$ cat src/rtl/core_pkg.sv
// Shared types and constants for the RV32I single-cycle core front end.
package core_pkg;
  localparam int XLEN = 32;
  localparam logic [XLEN-1:0] NOP_INST = 32'h0000_0013;

  typedef enum logic [1:0] {
    IDLE  = 2'd0,
    FETCH = 2'd1,
    EXEC  = 2'd2,
    HALT  = 2'd3
  } fetch_state_t;
endpackage

$ cat src/rtl/npc_calc.sv
// Next-PC selection: sequential, pc-relative or register (jalr) target.
module npc_calc
  import core_pkg::*;
(
  input  logic [XLEN-1:0] pc,
  input  logic [XLEN-1:0] imm,
  input  logic [XLEN-1:0] alu_c,
  input  logic            npc_op,
  input  logic            jalr,
  output logic [XLEN-1:0] next_pc,
  output logic            misalign
);
  logic [XLEN-1:0] tgt;

  // jalr clears bit 0 only; bit 1 may still be set and is caught as misaligned
  assign tgt      = jalr ? (alu_c & ~32'h1) : (pc + imm);
  assign next_pc  = npc_op ? tgt : (pc + 32'd4);
  assign misalign = |next_pc[1:0];
endmodule

$ cat src/rtl/pc_fetch.sv
// Fetch stage: owns the PC, handshakes with imem, presents one instruction
// per execute cycle and retires it on the EXEC exit edge.
module pc_fetch
  import core_pkg::*;
#(
  parameter logic [XLEN-1:0] RESET_PC = 32'h0000_0000
) (
  input  logic            clk,
  input  logic            rst_n,
  input  logic            npc_op,
  input  logic            jalr,
  input  logic [XLEN-1:0] imm,
  input  logic [XLEN-1:0] alu_c,
  input  logic            exec_stall,
  output logic            imem_req,
  output logic [XLEN-1:0] imem_addr,
  input  logic            imem_ack,
  input  logic [XLEN-1:0] imem_rdata,
  output logic [XLEN-1:0] inst,
  output logic [XLEN-1:0] pc,
  output logic [XLEN-1:0] pc4,
  output logic            inst_valid,
  output logic [XLEN-1:0] instret,
  output logic            misalign
);
  fetch_state_t    state_q;
  logic [XLEN-1:0] pc_q, inst_q, instret_q;
  logic            req_q, vld_q, mis_q;
  logic [XLEN-1:0] next_pc;
  logic            npc_mis;

  npc_calc u_npc (
    .pc      (pc_q),
    .imm     (imm),
    .alu_c   (alu_c),
    .npc_op  (npc_op),
    .jalr    (jalr),
    .next_pc (next_pc),
    .misalign(npc_mis)
  );

  always_ff @(posedge clk or negedge rst_n) begin
    if (!rst_n) begin
      state_q   <= IDLE;
      pc_q      <= RESET_PC;
      inst_q    <= NOP_INST;
      instret_q <= '0;
      req_q     <= 1'b0;
      vld_q     <= 1'b0;
      mis_q     <= 1'b0;
    end else begin
      case (state_q)
        IDLE: begin
          state_q <= FETCH;
          req_q   <= 1'b1;
        end
        FETCH: if (imem_ack) begin
          inst_q  <= imem_rdata;
          state_q <= EXEC;
          req_q   <= 1'b0;
          vld_q   <= 1'b1;
        end
        EXEC: if (!exec_stall) begin
          // a misaligned target still retires and lands in pc for debug
          pc_q      <= next_pc;
          instret_q <= instret_q + 32'd1;
          vld_q     <= 1'b0;
          if (npc_mis) begin
            mis_q   <= 1'b1;
            state_q <= HALT;
          end else begin
            req_q   <= 1'b1;
            state_q <= FETCH;
          end
        end
        HALT: begin
          req_q <= 1'b0;
          vld_q <= 1'b0;
        end
        default: state_q <= IDLE;
      endcase
    end
  end

  assign imem_req   = req_q;
  assign imem_addr  = pc_q;
  assign inst       = inst_q;
  assign pc         = pc_q;
  assign pc4        = pc_q + 32'd4;
  assign inst_valid = vld_q;
  assign instret    = instret_q;
  assign misalign   = mis_q;
endmodule

$ cat config.mk
export PLATFORM = sky130hd
export DESIGN_NAME = pc_fetch
export DESIGN_NICKNAME = d
export VERILOG_FILES = /design/src/rtl/core_pkg.sv /design/src/rtl/npc_calc.sv /design/src/rtl/pc_fetch.sv
export SDC_FILE = /design/constraint.sdc
export NUM_CORES = 1
export LEC_CHECK = 0
export BUFFER_PORTS_ARGS = -buffer_cell sky130_fd_sc_hd__buf_2
export CORE_UTILIZATION = 55
export CTS_CLUSTER_SIZE = 20
export DETAILED_ROUTE_END_ITERATION = 16
export PLACE_DENSITY = 0.88
export SLEW_MARGIN = 0
export SYNTH_ARGS = -nofsm -noshare
export SYNTH_HDL_FRONTEND = slang
export SYNTH_SLANG_ARGS = --single-unit
$ cat constraint.sdc
create_clock -name clk -period 4.45 [get_ports clk]
set_clock_uncertainty 0.1 [all_clocks]
set_input_delay 0.445 -clock clk [delete_from_list [all_inputs] [get_ports clk]]
set_output_delay 0.445 -clock clk [all_outputs]
set_load 0.02 [all_outputs]
==> results of run 1 <==
==> power by group through the flow <==
stage	logic [mW]	clock network, mW	registers [mW]
after floorplan	2.20	0	1.95
after global placement	3.30	0	1.63
after detailed placement	3.37	0	1.65
after CTS	3.38	0.791	1.64
after global routing	3.69	0.836	1.70
final	3.40	0.780	1.65
==> registers in the layout (all words and copies together), names as in the netlist <==
register / count
imem_addr: 32
inst_valid: 1
misalign: 1
state_q: 2
instret: 32
inst: 32
imem_req: 1
==> critical path: cells and delay by family (launching register included) <==
family        cells  cell delay, ps
simple gates      6            1310
flops             1             490
buf+inv           2             360
fa+ha+maj         1             280
xor+xnor          1             150
==> Yosys cell counts, types with 4 or more instances <==
cell / number
nor2b_1: 8
nor3_1: 10
inv_1: 20
nand2_1: 85
nand3_1: 23
and4_1: 5
a31oi_1: 11
buf_4: 35
and2_1: 4
mux2i_1: 6
o21bai_1: 5
dfrtp_1: 98
nor2_1: 60
nand2b_1: 8
o211ai_1: 7
a21o_1: 18
o21ai_0: 44
and3_1: 19
a22oi_1: 6
xor2_1: 32
buf_1: 9
clkbuf_1: 22
xnor2_1: 48
or3_1: 6
o21ai_1: 6
o22ai_1: 8
o21a_1: 5
o221ai_1: 4
a21oi_1: 49
mux2_2: 33
ha_1: 38
nand4_1: 16
==> layer usage <==
layer / routed length (um) / global-route usage / share of wire
met5: 0 / 0 / 0
met4: 443 / 0.136 / 0.022
met3: 1890 / 0.0550 / 0.092
met2: 10100 / 0.508 / 0.49
met1: 8090 / 0.370 / 0.39
==> cells by family after synthesis <==
logic type / share of synthesized area
adders and majority gates: 0.0692
muxes: 0.0603
xor gates and xnor gates: 0.0978
and+or+nand+nor: 0.174
buffers and inverters: 0.0646
AOI/OAI and AO/OA: 0.181
DFF: 0.353
==> how the worst max path moves through the flow <==
stage | startpoint | endpoint | slack, ps
floorplan | imem_addr[2]$_DFFE_PN0P_ | pc4[26] | 1480
global placement | imm[4] | imem_addr[31]$_DFFE_PN0P_ | 1240
detailed placement | imm[4] | imem_addr[31]$_DFFE_PN0P_ | 1180
CTS | imem_addr[2]$_DFFE_PN0P_ | pc4[26] | 970
global route | imem_addr[2]$_DFFE_PN0P_ | pc4[26] | 750
finish | imem_addr[2]$_DFFE_PN0P_ | pc4[26] | 960
==> per-stage QoR <==
stage / worst slack (ps) / utilization / hold slack (ps) / total power [mW] / instances
2_1_floorplan: 1480 / - / 49.4 / 4.15 / 804
3_3_place_gp: 1240 / 0.660 / 355 / 4.93 / 1179
3_5_place_dp: 1180 / 0.660 / 358 / 5.02 / 1179
4_1_cts: 966 / 0.684 / 174 / 5.81 / 1195
5_1_grt: 746 / 0.684 / 211 / 6.22 / 1196
6_report: 956 / 0.684 / 126 / 5.83 / 1196
==> final cells by class <==
type | count | area [um2]
clock inverter | 6 | 53.8
sequential | 101 | 2530
antenna | 1 | 2.50
inverter | 21 | 78.8
timing repair buffer | 270 | 1370
tap | 172 | 215
fill | 1028 | 4010
multi-input combinational | 615 | 4170
clock buffer | 10 | 239
==> results.ini, run 1 <==
[place]
detailed_place.area_mm2 = 0.00837
finalWeightedCongestion = 0.905
dp.final_hpwl_mm = 15.4
io_buffers = 263

[critical_path]
worst_path_largest_cell_delay_ps = 490
worst_r2r_path_depth = 10
reg2reg_from = imem_addr[4]$_DFFE_PN0P_
crit-reg2reg-capture = imem_addr[31]$_DFFE_PN0P_
cp_max_fo = 8
path_class = reg -> out
worst-endpoint-required_ps = 3900
max_stage_delay_cell_worst_path = dfrtp_1
crit_path_start_kind = flip-flop
worstPathCellList = ha_1, and3_1, nand2_1, nor2_1, buf_4, nand2_1, nor3_2, and3_1, xor2_1, buf_2
worstSetupEndpointType = output pin
worst_r2r_setup_slack_ps = 1150
worst_ep_arrival_time_ps = 2950

[cts]
cts-hold-fix-buffers = 0
cts_htree_levels = 3
postCtsSetupBuffers = 0
cts_resized = 0
cts_root_buf = clkbuf_16
clkSinkCount = 101
cts-root-to-sink-buffers = 2
numCtsBuffers = 9
tritoncts = yes
worstSkewPairLatency_ps = 350
clkSlewWorstSetupHoldPaths_ps = 80

[floorplan]
die_area_mm2 = 0.0135
initial_core_utilization = 0.565
fp.coreArea_mm2 = 0.0127
dieWidth_um = 116
die_y_um = 116
ioPinCount = 265
std_cell_rows = 41

[grt]
gr-usage-all-layers = 0.299
grt_antenna_before_repair = 1
number_of_global_route_vias_before_repair = 6352
maximum_number_of_pins_on_one_net_before_global_route_repair = 80
remaining_global_route_overflow = 0
grt_first_pass_wirelength_mm = 31.3

[pwr]
proportion_of_power_drawn_by_combinational_gates = 0.584
power.switching_mw = 2.86
netSwitchingFraction = 0.491
power.density_cell_area_mw_per_mm2 = 672
intPower_mw = 2.97
pwr-share-seq = 0.282
power.clock.fraction = 0.134
worst_vdd_drop_mv = 0.394
power.static_leakage_nw = 4.30

[worst_hold_path]
min-delay-path-class = in -> async

[routing]
ant_nets = 0
routed_wl_mm = 20.5
first_iter_violations = 555
route.detailed.wl_per_inst_um = 17.1
detailroute.via_count = 7002
number_of_drc_violations_after_detailed_routing = 0
vias_per_cell = 5.85
dr_pass1_iterations = 6

[sta]
slew_headroom = 0.174
report.final.slew_viol_count = 0
report.final.hold_viol_count = 0
rsz_0062_raised_after_global_routing = no
min_period_over_period = 0.785
timing.setup.tns_ps = 0
max_slew.worst_pin.slew_ps = 1240
setup_viol_count_final = 0
finalCriticalPeriod_ps = 3490
fmax_mhz = 286

[synthesis]
synthesis.area_mm2 = 0.00716
ys.warnings.count = 0
post_synth_inst_count = 804
synth.largest_area_cell = dfrtp_1
postSynthNetCount = 945
synth_edf_count = 0
yosysSeqAreaShare = 0.353
ys_dominant_reg_cell = dfrtp_1
yosys.cell_types.count = 66
synth_largest_type_area_fraction = 0.342
post_synth_main_area_contributors = dfrtp_1, ha_1, xnor2_1, mux2_2, nand2_1
synth_async_sr_flop_share = 1.00
synthesis.area_per_instance_um2 = 8.91
synth_seq_cells = 101

[run_status]
outcome = completed

[final_layout]
layout.cells.most_common_list = buf_2, dfrtp_1, nand2_1
syn2layout_area_growth_pct = 20.9
layout-drive-gt1-share = 0.328
nNetsFinal = 1159
layout.cells.most_common = buf_2
finish.instance_area_mm2 = 0.00866

[run]
cap_viol_max_count = 0

(Power assumes the default switching activity.)
==> run 2: changes to the inputs <==
Settings changed: CORE_UTILIZATION 55 to 46, PLACE_DENSITY 0.88 to 0.78.
Clock period 4.45 ns to 2.8 ns, I/O delays scaled along.
==> results.ini, run 2 (same netlist as run 1, synthesis figures left out) <==
[cts]
cts-root-to-sink-buffers = 2
cts_root_buf = clkbuf_16
clkSinkCount = 101
numCtsBuffers = 9
tritoncts = yes
worstSkewPairLatency_ps = 350
clkSlewWorstSetupHoldPaths_ps = 80
cts_htree_levels = 3

[grt]
remaining_global_route_overflow = 0
grt_antenna_before_repair = 0
number_of_global_route_vias_before_repair = 6837
gr-usage-all-layers = 0.270
grt_first_pass_wirelength_mm = 34.1
maximum_number_of_pins_on_one_net_before_global_route_repair = 55

[place]
io_buffers = 263
finalWeightedCongestion = 0.910
dp.final_hpwl_mm = 16.6

[sta]
fin_worst_hold_slack_ps = 49.5
finalCriticalPeriod_ps = 2930
report.final.hold_viol_count = 0
report.final.slew_viol_count = 0
min_period_over_period = 1.04
max_slew.worst_pin.slew_ps = 696
slew_headroom = 0.536
rsz_0062_raised_after_global_routing = yes
fin_ws_ps = -126
fmax_mhz = 342
setup_viol_count_final = 12

[worst_hold_path]
min-delay-path-class = in -> reg
worstHoldPathCells = 2

[routing]
dr_pass1_iterations = 5
first_iter_violations = 594
routed_wl_mm = 22.9
route.detailed.wl_per_inst_um = 17.4
number_of_drc_violations_after_detailed_routing = 0
vias_per_cell = 5.66
detailroute.via_count = 7442
ant_nets = 0

[critical_path]
crit_path_start_kind = flip-flop
worst_r2r_path_depth = 10
path_class = reg -> reg
worst_ep_arrival_time_ps = 3120
worstSetupEndpointType = flip-flop
cp_max_fo = 4
worst-endpoint-required_ps = 2990

[floorplan]
fp.coreArea_mm2 = 0.0152
die_area_mm2 = 0.0161
std_cell_rows = 45
dieWidth_um = 127
initial_core_utilization = 0.471
die_y_um = 127
ioPinCount = 265

[final_layout]
layout.cells.most_common_list = buf_2, buf_4, dfrtp_1
syn2layout_area_growth_pct = 39.3
finalCoreUtilization = 0.656
num_antenna_cells = 0
layout.cells.most_common = buf_2
layout-drive-gt1-share = 0.441
nNetsFinal = 1264

[run_status]
violations_in_the_final_reports = setup timing
outcome = complete, but fails checks

[pwr]
total_power_mw = 10.6
worst_vdd_drop_mv = 0.645
power.density_cell_area_mw_per_mm2 = 1060
power.static_leakage_nw = 4.98

[run]
cap_viol_max_count = 0

-- run 2: cell count changes in the layout (fill, tap and decap cells not counted), sizes merged --
cell / change
buf: +104
clkinv: -1
inv: +2
diode: -1
clkbuf: -1
dlygate4sd3: +1
-- run 2: layout make-up --
class	instances	area (um2)
well taps	188	235
fillers	1185	5230
clock inverters	7	76.3
clock buffers	9	225
inverters	21	78.8
multi-input cells	615	4590
repair buffers	375	2240
flip-flops and latches	101	2530
-- run 2: stage by stage --
| step | cells | setup slack [ps] | instance area, um2 | TNS, ps |
|---|---|---|---|---|
| after floorplan | 804 | -33.1 | 7170 | -41.0 |
| after global placement | 1278 | -84.9 | 9030 | -275 |
| after detailed placement | 1278 | -125 | 9030 | -545 |
| after CTS | 1299 | -40.9 | 9540 | -58.2 |
| after global routing | 1316 | -207 | 9980 | -2070 |
| final | 1316 | -126 | 9980 | -589 |
-- run 2: power breakdown --
part           internal [mW]  switching, mW  total [mW]
combinational           2.92           3.98        6.90
sequential              1.98          0.389        2.37
clock                  0.644          0.656        1.30
total                   5.54           5.03        10.6
-- run 2: path summary, 6_finish.rpt --
check | endpoint | start | slack (ps)
hold reg to reg | instret[31]$_DFFE_PN0P_ | instret[31]$_DFFE_PN0P_ | 370
hold / removal | inst[30]$_DFFE_PN0P_ | imem_rdata[30] | 50
min in group asynchronous | inst[2]$_DFFE_PN0P_ | rst_n | 420
setup / recovery | imem_addr[26]$_DFFE_PN0P_ | imem_addr[10]$_DFFE_PN0P_ | -130
setup reg to reg | imem_addr[26]$_DFFE_PN0P_ | imem_addr[10]$_DFFE_PN0P_ | -130
max in group asynchronous | instret[26]$_DFFE_PN0P_ | rst_n | 1440
-- run 2: metal layers --
metal | vias to the layer above | wire length (um) | GRT usage
li1 | 3499 | - | -
met1 | 3484 | 9100 | 0.332
met2 | 392 | 11100 | 0.464
met3 | 67 | 1960 | 0.0447
met4 | 0 | 727 | 0.126
met5 | - | 0 | 0
-- run 2: timing repair --
| item | 4_1_cts | 5_1_grt |
|---|---|---|
| hold endpoints to repair | 44 | 0 |
| setup buffers | 4 | 18 |
| gates resized for setup | 37 | 60 |
| setup endpoints to repair | 23 | 31 |
| pin swaps | 15 | 39 |
| hold buffers | 1 | 0 |
-- run 2: critical path, stage by stage, from the launching register on --
cell,delay (ps)
dfrtp_1,430
ha_4,290
nand4_1,190
or3_4,420
a311o_1,360
a31oi_4,260
a21oi_4,100
o21ai_4,230
a311oi_2,130
a41o_1,230
a21oi_2,110
==> run 3: changes to the inputs <==
Settings changed: CELL_PAD_IN_SITES_DETAIL_PLACEMENT set to 0, CELL_PAD_IN_SITES_GLOBAL_PLACEMENT set to 1, CORE_UTILIZATION 46 to 33, PLACE_DENSITY 0.78 to not set, PLACE_DENSITY_LB_ADDON set to 0.1.
==> results.ini, run 3 (same netlist as run 1, synthesis figures left out) <==
[run]
cap_viol_max_count = 0

[worst_hold_path]
min-delay-path-class = in -> reg
worstHoldPathCells = 2
hold_path_startpoint = imem_rdata[24]
hold_path_end = inst[24]$_DFFE_PN0P_

[critical_path]
worst_r2r_path_depth = 10
crit_path_start_kind = flip-flop
reg2reg_from = imem_addr[10]$_DFFE_PN0P_
worstSetupEndpointType = flip-flop
worst-endpoint-required_ps = 2990
crit-reg2reg-capture = imem_addr[26]$_DFFE_PN0P_
path_class = reg -> reg
worst_r2r_setup_slack_ps = -9
worst_ep_arrival_time_ps = 3000
cp_max_fo = 5

[place]
dp.final_hpwl_mm = 18.2
io_buffers = 263
finalWeightedCongestion = 0.834
dp_slack_ps = -212
dp_cells = 1380

[sta]
fin_ws_ps = -8.50
timing.setup.tns_ps = -10.7
finalCriticalPeriod_ps = 2810
setup_viol_count_final = 2
min_period_over_period = 1.00
max_slew.worst_pin.slew_ps = 874
report.final.hold_viol_count = 0
fin_worst_hold_slack_ps = 48.6
rsz_0062_raised_after_global_routing = yes
report.final.slew_viol_count = 0
slew_headroom = 0.415
fmax_mhz = 356

[pwr]
total_power_mw = 10.6
worst_vdd_drop_mv = 0.414
power.density_cell_area_mw_per_mm2 = 1040
power.static_leakage_nw = 5.00

[floorplan]
die_y_um = 149
ioPinCount = 265
dieWidth_um = 149
die_area_mm2 = 0.0223
fp.coreArea_mm2 = 0.0212
std_cell_rows = 53
initial_core_utilization = 0.339

[grt]
grt_first_pass_wirelength_mm = 37.1
number_of_global_route_vias_before_repair = 6770
grt_antenna_before_repair = 1
maximum_number_of_pins_on_one_net_before_global_route_repair = 71
gr-usage-all-layers = 0.216
remaining_global_route_overflow = 0

[routing]
first_iter_violations = 309
number_of_drc_violations_after_detailed_routing = 0
dr_pass1_iterations = 5
routed_wl_mm = 24.0
detailroute.via_count = 7112
ant_nets = 0
route.detailed.wl_per_inst_um = 17.0
vias_per_cell = 5.04

[run_status]
outcome = complete, but fails checks
violations_in_the_final_reports = setup timing

[cts]
clkSinkCount = 101
cts-root-to-sink-buffers = 2
cts_root_buf = clkbuf_16
cts_htree_levels = 3
worstSkewPairLatency_ps = 360
clkSlewWorstSetupHoldPaths_ps = 90
tritoncts = yes
numCtsBuffers = 9

[final_layout]
syn2layout_area_growth_pct = 41.3
layout.cells.most_common_list = buf_2, buf_4, dfrtp_1
post_layout_nonfiller_instances = 1412
layout.cells.most_common = buf_2
layout-drive-gt1-share = 0.445
nNetsFinal = 1272

-- run 3: per-layer routing --
metal,global-route usage,part of all wire,vias up
li1,-,-,3498
met1,0.302,0.47,3371
met2,0.342,0.46,219
met3,0.0278,0.052,24
met4,0.0714,0.019,0
met5,0,0,-
-- run 3: through the flow --
stage,instance area (um2),util
2_1_floorplan,7170,-
3_3_place_gp,9260,0.438
3_5_place_dp,9260,0.438
4_1_cts,9790,0.463
5_1_grt,10100,0.479
6_report,10100,0.479
-- run 3: worst max path at each step --
stage	startpoint	endpoint	slack (ps)
after floorplan	imem_addr[0]$_DFFE_PN0P_	imem_addr[26]$_DFFE_PN0P_	-30
after global placement	imm[10]	imem_addr[28]$_DFFE_PN0P_	-220
after detailed placement	imm[1]	imem_addr[29]$_DFFE_PN0P_	-210
after CTS	imem_addr[10]$_DFFE_PN0P_	pc4[23]	-30
after global routing	imem_addr[1]$_DFFE_PN0P_	imem_addr[26]$_DFFE_PN0P_	-130
final	imem_addr[10]$_DFFE_PN0P_	imem_addr[26]$_DFFE_PN0P_	-9
-- run 3: repair_timing --
action,4_1_cts,5_1_grt
setup buffers,3,12
hold buffers,1,0
pin swaps,17,28
setup endpoints to repair,25,35
hold endpoints to repair,30,0
resized for setup,50,40
-- run 3: layout make-up --
cell class                      instances  area (um2)
Sequential cell                       101        2530
Antenna cell                            1        2.50
Timing Repair Buffer                  383        2270
Multi-Input combinational cell        615        4590
Clock inverter                          7        75.1
Clock buffer                            9         225
Fill cell                            2093       11000
Tap cell                              275         344
Inverter                               21        78.8
-- run 3: worst max-delay path: stages (launching register included) --
cell      delay [ps]
dfrtp_1          430
ha_4             300
nand4_1          130
or3_1            400
a311o_1          320
a31oi_4          210
a21oi_4          100
o21ai_4          240
a311oi_1         120
a41o_1           240
a21oi_2          130
-- run 3: power breakdown --
group	leakage (nW)	switching [mW]	internal, mW
registers	1.26	0.377	1.98
logic	3.60	3.93	2.96
clock network	0.144	0.670	0.635
total	5.00	4.98	5.57
